==> src/rtl/orv64_mul_arb.sv <==
// rtl/orv64_mul_arb.sv - round-robin arbiter sharing one iterative 64x64 multiplier
// Optional feature macro: ORV64_MUL_ARB_FAST_ZERO_EN (zero operand skips the multiplier)
package orv64_mul_arb_pkg;
  typedef enum logic [2:0] {
    ORV64_MUL_TYPE_L   = 3'd0,
    ORV64_MUL_TYPE_HSS = 3'd1,
    ORV64_MUL_TYPE_HUU = 3'd2,
    ORV64_MUL_TYPE_HSU = 3'd3,
    ORV64_MUL_TYPE_W   = 3'd4
  } orv64_mul_type_t;
endpackage

module orv64_mul_arb
  import orv64_mul_arb_pkg::*;
#(
  parameter int NUM_REQ = 2,
  parameter int MAX_CYC = 80
) (
  input  logic                           clk,
  input  logic                           rst_n,
  input  logic [NUM_REQ-1:0]             req_valid,
  output logic [NUM_REQ-1:0]             req_ready,
  input  logic [NUM_REQ-1:0][63:0]       req_rs1,
  input  logic [NUM_REQ-1:0][63:0]       req_rs2,
  input  orv64_mul_type_t [NUM_REQ-1:0]  req_type,
  input  logic [NUM_REQ-1:0]             req_hi,
  input  logic [NUM_REQ-1:0]             req_kill,
  output logic [NUM_REQ-1:0]             resp_valid,
  input  logic [NUM_REQ-1:0]             resp_ready,
  output logic [63:0]                    resp_data,
  output logic                           resp_err,
  output logic [63:0]                    mul_rs1,
  output logic [63:0]                    mul_rs2,
  output orv64_mul_type_t                mul_type,
  output logic                           mul_start,
  input  logic                           mul_complete,
  input  logic [63:0]                    mul_rdh,
  input  logic [63:0]                    mul_rdl,
  output logic                           busy
);

  localparam int PTR_W = (NUM_REQ > 1) ? $clog2(NUM_REQ) : 1;
  localparam int CYC_W = (MAX_CYC > 1) ? $clog2(MAX_CYC) : 1;

  typedef enum logic [1:0] {
    ST_IDLE  = 2'd0,
    ST_RUN   = 2'd1,
    ST_RESP  = 2'd2,
    ST_DRAIN = 2'd3
  } state_t;

  state_t           state;
  logic [PTR_W-1:0] rr_ptr;
  logic [PTR_W-1:0] owner;
  logic [CYC_W-1:0] cyc;
  logic             hi_q;
  logic             kill_pend;
  logic [PTR_W-1:0] grant_idx;
  logic             grant_vld;
  logic [PTR_W-1:0] rr_next;
  logic             owner_kill;

  function automatic logic [NUM_REQ-1:0] onehot(input logic [PTR_W-1:0] idx);
    onehot      = '0;
    onehot[idx] = 1'b1;
  endfunction

  // Scan downward so the requester closest to rr_ptr is the last writer and wins.
  always_comb begin
    int pos;
    pos       = 0;
    grant_idx = '0;
    grant_vld = 1'b0;
    for (int i = NUM_REQ - 1; i >= 0; i--) begin
      pos = int'(rr_ptr) + i;
      if (pos >= NUM_REQ) pos = pos - NUM_REQ;
      if (req_valid[pos]) begin
        grant_idx = PTR_W'(pos);
        grant_vld = 1'b1;
      end
    end
  end

  always_comb begin
    req_ready = '0;
    if (state == ST_IDLE && grant_vld) req_ready = onehot(grant_idx);
  end

  assign rr_next    = (grant_idx == PTR_W'(NUM_REQ - 1)) ? '0 : grant_idx + PTR_W'(1);
  assign owner_kill = kill_pend | req_kill[owner];

  always_ff @(posedge clk or negedge rst_n) begin
    if (!rst_n) begin
      state      <= ST_IDLE;
      rr_ptr     <= '0;
      owner      <= '0;
      cyc        <= '0;
      hi_q       <= 1'b0;
      kill_pend  <= 1'b0;
      mul_rs1    <= '0;
      mul_rs2    <= '0;
      mul_type   <= ORV64_MUL_TYPE_L;
      mul_start  <= 1'b0;
      resp_valid <= '0;
      resp_data  <= '0;
      resp_err   <= 1'b0;
      busy       <= 1'b0;
    end else begin
      case (state)
        ST_IDLE: begin
          if (grant_vld) begin
            mul_rs1   <= req_rs1[grant_idx];
            mul_rs2   <= req_rs2[grant_idx];
            mul_type  <= req_type[grant_idx];
            hi_q      <= req_hi[grant_idx];
            kill_pend <= req_kill[grant_idx];
            owner     <= grant_idx;
            rr_ptr    <= rr_next;
            cyc       <= '0;
            busy      <= 1'b1;
`ifdef ORV64_MUL_ARB_FAST_ZERO_EN
            if (req_rs1[grant_idx] == 64'd0 || req_rs2[grant_idx] == 64'd0) begin
              resp_data  <= '0;
              resp_err   <= 1'b0;
              resp_valid <= onehot(grant_idx);
              state      <= ST_RESP;
            end else begin
              mul_start <= 1'b1;
              state     <= ST_RUN;
            end
`else
            mul_start <= 1'b1;
            state     <= ST_RUN;
`endif
          end
        end
        ST_RUN: begin
          cyc <= cyc + CYC_W'(1);
          // A kill outranks a completion or timeout landing in the same cycle.
          if (owner_kill) begin
            kill_pend <= 1'b0;
            mul_start <= 1'b0;
            state     <= ST_DRAIN;
          end else if (mul_complete) begin
            resp_data  <= hi_q ? mul_rdh : mul_rdl;
            resp_err   <= 1'b0;
            resp_valid <= onehot(owner);
            mul_start  <= 1'b0;
            state      <= ST_RESP;
          end else if (cyc == CYC_W'(MAX_CYC - 1)) begin
            resp_data  <= '0;
            resp_err   <= 1'b1;
            resp_valid <= onehot(owner);
            mul_start  <= 1'b0;
            state      <= ST_RESP;
          end
        end
        ST_RESP: begin
          if (owner_kill || resp_ready[owner]) begin
            kill_pend  <= 1'b0;
            resp_err   <= 1'b0;
            resp_valid <= '0;
            busy       <= 1'b0;
            state      <= ST_IDLE;
          end
        end
        ST_DRAIN: begin
          busy  <= 1'b0;
          state <= ST_IDLE;
        end
        default: begin
          mul_start  <= 1'b0;
          resp_valid <= '0;
          busy       <= 1'b0;
          state      <= ST_IDLE;
        end
      endcase
    end
  end

endmodule

==> config.mk <==
export PLATFORM = sky130hd
export DESIGN_NAME = orv64_mul_arb
export DESIGN_NICKNAME = d
export VERILOG_FILES = /design/src/rtl/orv64_mul_arb.sv
export SDC_FILE = /design/constraint.sdc
export NUM_CORES = 1
export LEC_CHECK = 0
export BUFFER_PORTS_ARGS = -buffer_cell sky130_fd_sc_hd__buf_4
export CORE_AREA = 3 3 234 236
export CTS_BUF_LIST = sky130_fd_sc_hd__clkbuf_8
export DETAILED_ROUTE_END_ITERATION = 16
export DIE_AREA = 0 0 237 239
export PLACE_DENSITY = 0.37
export SLEW_MARGIN = 20
export SYNTH_ARGS = -nofsm -noshare
export SYNTH_HDL_FRONTEND = slang
export SYNTH_SLANG_ARGS = --single-unit
export TNS_END_PERCENT = 100
==> constraint.sdc <==
create_clock -name clk -period 4.2 [get_ports clk]
set_input_delay 0.21 -clock clk [delete_from_list [all_inputs] [get_ports clk]]
set_output_delay 0.21 -clock clk [all_outputs]
set_load 0.01 [all_outputs]
After elaboration in Yosys (flattened, before gate mapping) --
Cells that the tools add are included.
Word-level totals: bits in read-only memories 0, bits in writable memories 0, latch bits 0, input port bits 401, memories 0, bits in registers 213, logic and storage cells 118, output and inout port bits 202
Cells by class: $lt $le $gt $ge 8, shift-type cells 0, equal/unequal tests 10, mux-type cells 61, reduce and logical (&&, ||, !) cells 18, divide/modulo/power cells 0, multiply operators 0, bitwise logic cells 2, $add $sub $neg 5
Operators by type and width (number):
- $mux W64 | 7
- $lt A32 B3 Y1 const B | 2
- $mux W32 | 2
- $mux W1 | 31
- $mux W2 | 9
- $pmux W7 S2 | 1
- $reduce_and A3 Y1 | 4
- $ne A2 B2 Y1 const B | 4
- $pmux W2 S4 | 1
- $reduce_and A4 Y1 | 2
- $add A7 B1 Y7 const B | 1
- $eq A7 B7 Y1 const B | 1
- $mux W7 | 1
- $mux W3 | 2
- $pmux W1 S3 | 2
- $reduce_bool A2 Y1 | 3
- $reduce_bool A3 Y1 | 2
- $eq A2 B2 Y1 const B | 2
- $lt A1 B2 Y1 const B | 2
- $ne A4 B4 Y1 const B | 1
- $pmux W1 S2 | 2
- $pmux W2 S2 | 1
- $reduce_and A2 Y1 | 2
- $logic_and A1 B1 Y1 | 3
- other kinds (14) | 16

Logic depth before layout (Yosys ltp) --
depth in word-level cells 13, mapped depth 8, depth with buffers taken out 6

Worst setup path before layout --
No wires, ideal clock.
kind register to register, start register state[0], end register mul_rs2[18], buffers on the path 2, cell stages (with the launch flop) 9, arrival 1704 ps, period minus slack after synthesis 1767 ps, required time 4136 ps, slack 2433 ps, library setup time 64 ps, cells stage by stage dfrtp_1 > inv_1 > ha_1 > inv_1 > a211oi_2 > buf_2 > buf_2 > a22o_1 > a21o_1
Between the ends: longest elaborated chain between the ends 2
RTL lines:
- start: declaration | RTL line 52 | state_t state;
- start signal: assignment | RTL line 94 | state <= ST_IDLE;
- start signal: assignment | RTL line 133 | state <= ST_RUN;
- start signal: assignment | RTL line 143 | state <= ST_DRAIN;
- $logic_not A2 Y1 | RTL line 109 | case (state)
- $reduce_and A2 Y1 (no source line)
- end signal: assignment | RTL line 113 | mul_rs2 <= req_rs2[grant_idx];
- end: declaration | RTL line 33 | output logic [63:0] mul_rs2,
No other way between the ends. A chain may end at the register's enable or synchronous reset.

Worst setup path in the final report --
start register state[0], end register mul_rs2[48]
Same word-level chain as after synthesis.

==> key figures <==
Pwr
  – PD cells: 648 nW/um^2
  – VDD IR max: 350 uV
  – Power, Total: 13.0 mW
  – Pleak: 10.6 nW

Clock network
  – Clock buffer depth: 3
  – CTS root buf: clkbuf_8
  – Post-CTS setup buffers: 0
  – H-tree depth: 2
  – CTS tree: built
  – Post-CTS resize count: 0
  – CTS Buf Count: 44
  – Clk sinks: 213
  – Reg clk slew, reported paths: 60 ps
  – Worst-Skew Late Latency: 590 ps

STA
  – Fin Setup TNS: 0 ps
  – RSZ-0062 raised after global routing: false
  – Worst Tran Pin Value: 1050 ps
  – Slew Limit Fails: 0
  – Layout Skew: 18.7 ps
  – Fmax: 0.331 GHz
  – Tcrit/Tclk final: 71.9%
  – Setup WS post-layout: 1180 ps
  – Hold Slack: 57.8 ps
  – Hold Fails Final Rpt: 0
  – Tmin final: 3020 ps
  – Slew HR: 29.6%
  – Setup-failing EPs final: 0

Synthesis
  – Mapped Area: 10100 um^2
  – Post-synthesis mux area share: 7.51%
  – Simple-gate portion of the synthesized area: 7.69%
  – Synth area leaders: dfrtp_1 (53%), a22o_1 (11%), a21o_1 (10%), mux2_2 (7.2%), nand3_1 (3.3%)
  – Largest family of logic cells by synthesized area: compound AO/OA/AOI/OAI gates
  – Yosys reg bits: 213
  – Post-Synth Adder-Cell Area: 0.622%
  – Synth top area share: 53.0%
  – EDFF count, synth: 0
  – Top_reg_cell synth: dfrtp_1
  – Post-synthesis sequential area ratio: 53.0%
  – Yosys warnings: 0
  – Fraction of registers with async set/reset: 100%
  – Compound-Gate Fraction of Synth Area: 26.7%
  – Syn Inst Count: 903
  – Unique masters post-synth: 43
  – Synth area leader: dfrtp_1
  – XOR/XNOR share of the synthesized area: 0.348%
  – Average size of a mapped cell: 11.1 um^2
  – Synthesized netlist net count: 1309

Critical path
  – CP Launch Type: flip-flop
  – Critical path class: reg2reg
  – Worst Path Buf+Inv: 4
  – Reg2reg path depth: 7
  – Crit. End Element: flip-flop
  – CP Cell Sequence: inv_1 -> ha_1 -> inv_1 -> nor2_4 -> buf_12 -> a21o_1 -> dlygate4sd3_1
  – CP required: 4720 ps
  – Worst r2r src: state[0]
  – Slowest CP cell: nor2_4
  – Reg2Reg Setup Slack: 1180 ps
  – Worst reg2reg endpoint: mul_rs2[48]
  – Delay-heaviest family, CP: buffers and inverters
  – Worst EP arrival: 3540 ps
  – Crit-path max FO: 50
  – Crit path top cell by count: inv_1
  – Worst stage delay on the critical path: 820 ps

Detailed routing
  – Drc violations: 0
  – Initial DRC Count: 421
  – Via density per instance: 4.34
  – DRT antenna net count: 0
  – TritonRoute pass-1 iters: 4
  – Post-Route WL: 49.6 mm
  – Drt wl/cell: 19.0 um
  – DR vias: 11316

Hold path
  – Hold Crit Depth: 3
  – Min-delay src: req_kill[0]
  – Hold crit path type: in2reg
  – Hold Path Sink: kill_pend

Cells and area
  – Utilization after layout: 38.2%
  – Layout Nets: 2286
  – P&R area growth vs syn: 100%
  – Most common cell after layout, fill and taps aside: buf_4
  – Final Cell Area: 20100 um^2
  – Post-route insts no fill: 2606
  – Most frequent cells in the layout: buf_4 (610), dlygate4sd3_1 (394), dfrtp_1 (212)
  – Share of layout cells above drive strength 1: 39.4%

Place
  – Placer Congestion: 0.796
  – Final HPWL DP: 33.2 mm
  – Inst Count DP: 2128
  – Area after DPL: 15300 um^2
  – IO buf count: 602
  – Worst slack, placed: 1700 ps

GRT
  – Vias in the first global route: 12227
  – All-Layer GR Usage: 16.7%
  – First-pass GRT wire length: 73.9 mm
  – Largest net degree at the start of global routing: 135
  – Initial antenna violation count: 5
  – GRT met3 Usage: 3.86%
  – Grt total ovfl: 0
  – GR peak layer: met2
  – Met1 GRT Util: 19.6%
  – GR met2 Demand/Resource: 29.0%

Floorplanning
  – Die area: 56600 um^2
  – Starting Density: 19.1%
  – Row cnt: 84
  – Chip width: 237 um
  – Count of boundary I/O pins: 603
  – Core area: 52700 um^2
  – Die H: 239 um

Outcome
  – Outcome: finished clean

Flow run
  – Max-Cap Viols: 0
state kept, by name, indices dropped and copies added, names as in the netlist:
name and count:
owner 1, cyc 7, state 2, resp_err 1, mul_type 3, resp_valid 2
mul_rs2 64, hi_q 1, resp_data 64, rr_ptr 1, busy 1, mul_start 1
mul_rs1 64, kill_pend 1
layer usage:
layer	routed length, um	vias up	share of wire (%)
li1	-	5299	-
met1	19500	5533	39
met2	25300	390	51
met3	2990	94	6.0
met4	1860	0	3.7
met5	0	-	0
worst reg2reg max path: stages (launching register included):
cell	delay (ps)
dfrtp_1	410
inv_1	110
ha_1	300
inv_1	160
nor2_4	820
buf_12	370
a21o_1	230
dlygate4sd3_1	560
synth_stat cells (3+ instances only):
master and instances:
a22o_1 132, buf_2 22, nand4_1 3, buf_6 6, clkbuf_1 43, o221ai_1 3
a21o_1 134, a21oi_1 4, nand3_1 67, o21ai_1 24, ha_1 5, o21ai_0 47
inv_1 10, nand2_1 75, buf_1 4, dfrtp_1 213, buf_4 4, nor2_1 9
mux2_2 64
kinds of logic (layout without fill, tap and decap cells):
logic type | count (synthesis) | in the layout
compound gates | 357 | 357
flops | 213 | 213
simple gates | 168 | 168
buf+inv | 89 | 1099
mux | 67 | 67
fa+ha+maj | 5 | 5
xor+xnor | 4 | 4
other cells | 0 | 5
where the power goes:
group          internal [mW]  switching, mW
Sequential              3.02          0.566
Combinational           4.20           3.01
Clock                   1.23           1.00
layout make-up:
type | instances | area (um^2)
Fill cell | 5373 | 32500
Multi-Input combinational cell | 601 | 4350
Clock inverter | 21 | 88.8
Timing Repair Buffer | 1010 | 8640
Clock buffer | 58 | 798
Inverter | 10 | 37.5
Sequential cell | 213 | 5330
Antenna cell | 5 | 12.5
Tap cell | 688 | 861
worst max-delay path by stage:
stage / from / end / slack [ps] / depth (start not counted)
floorplan: state[0] / mul_rs2[18] / 2430 / 8
global placement: state[1] / resp_err / 1740 / 6
detailed placement: state[0] / mul_rs2[54] / 1700 / 6
CTS: state[0] / mul_rs2[54] / 1150 / 7
global route: state[0] / mul_rs2[48] / 980 / 7
finish: state[0] / mul_rs2[48] / 1180 / 7
timing repair:
action | 4_1_cts | 5_1_grt
endpoints found under the hold margin | 279 | 0
endpoints found under the setup margin | 0 | 0
hold buffers | 394 | 0
Note: power is estimated with default switching activity, not from simulation.
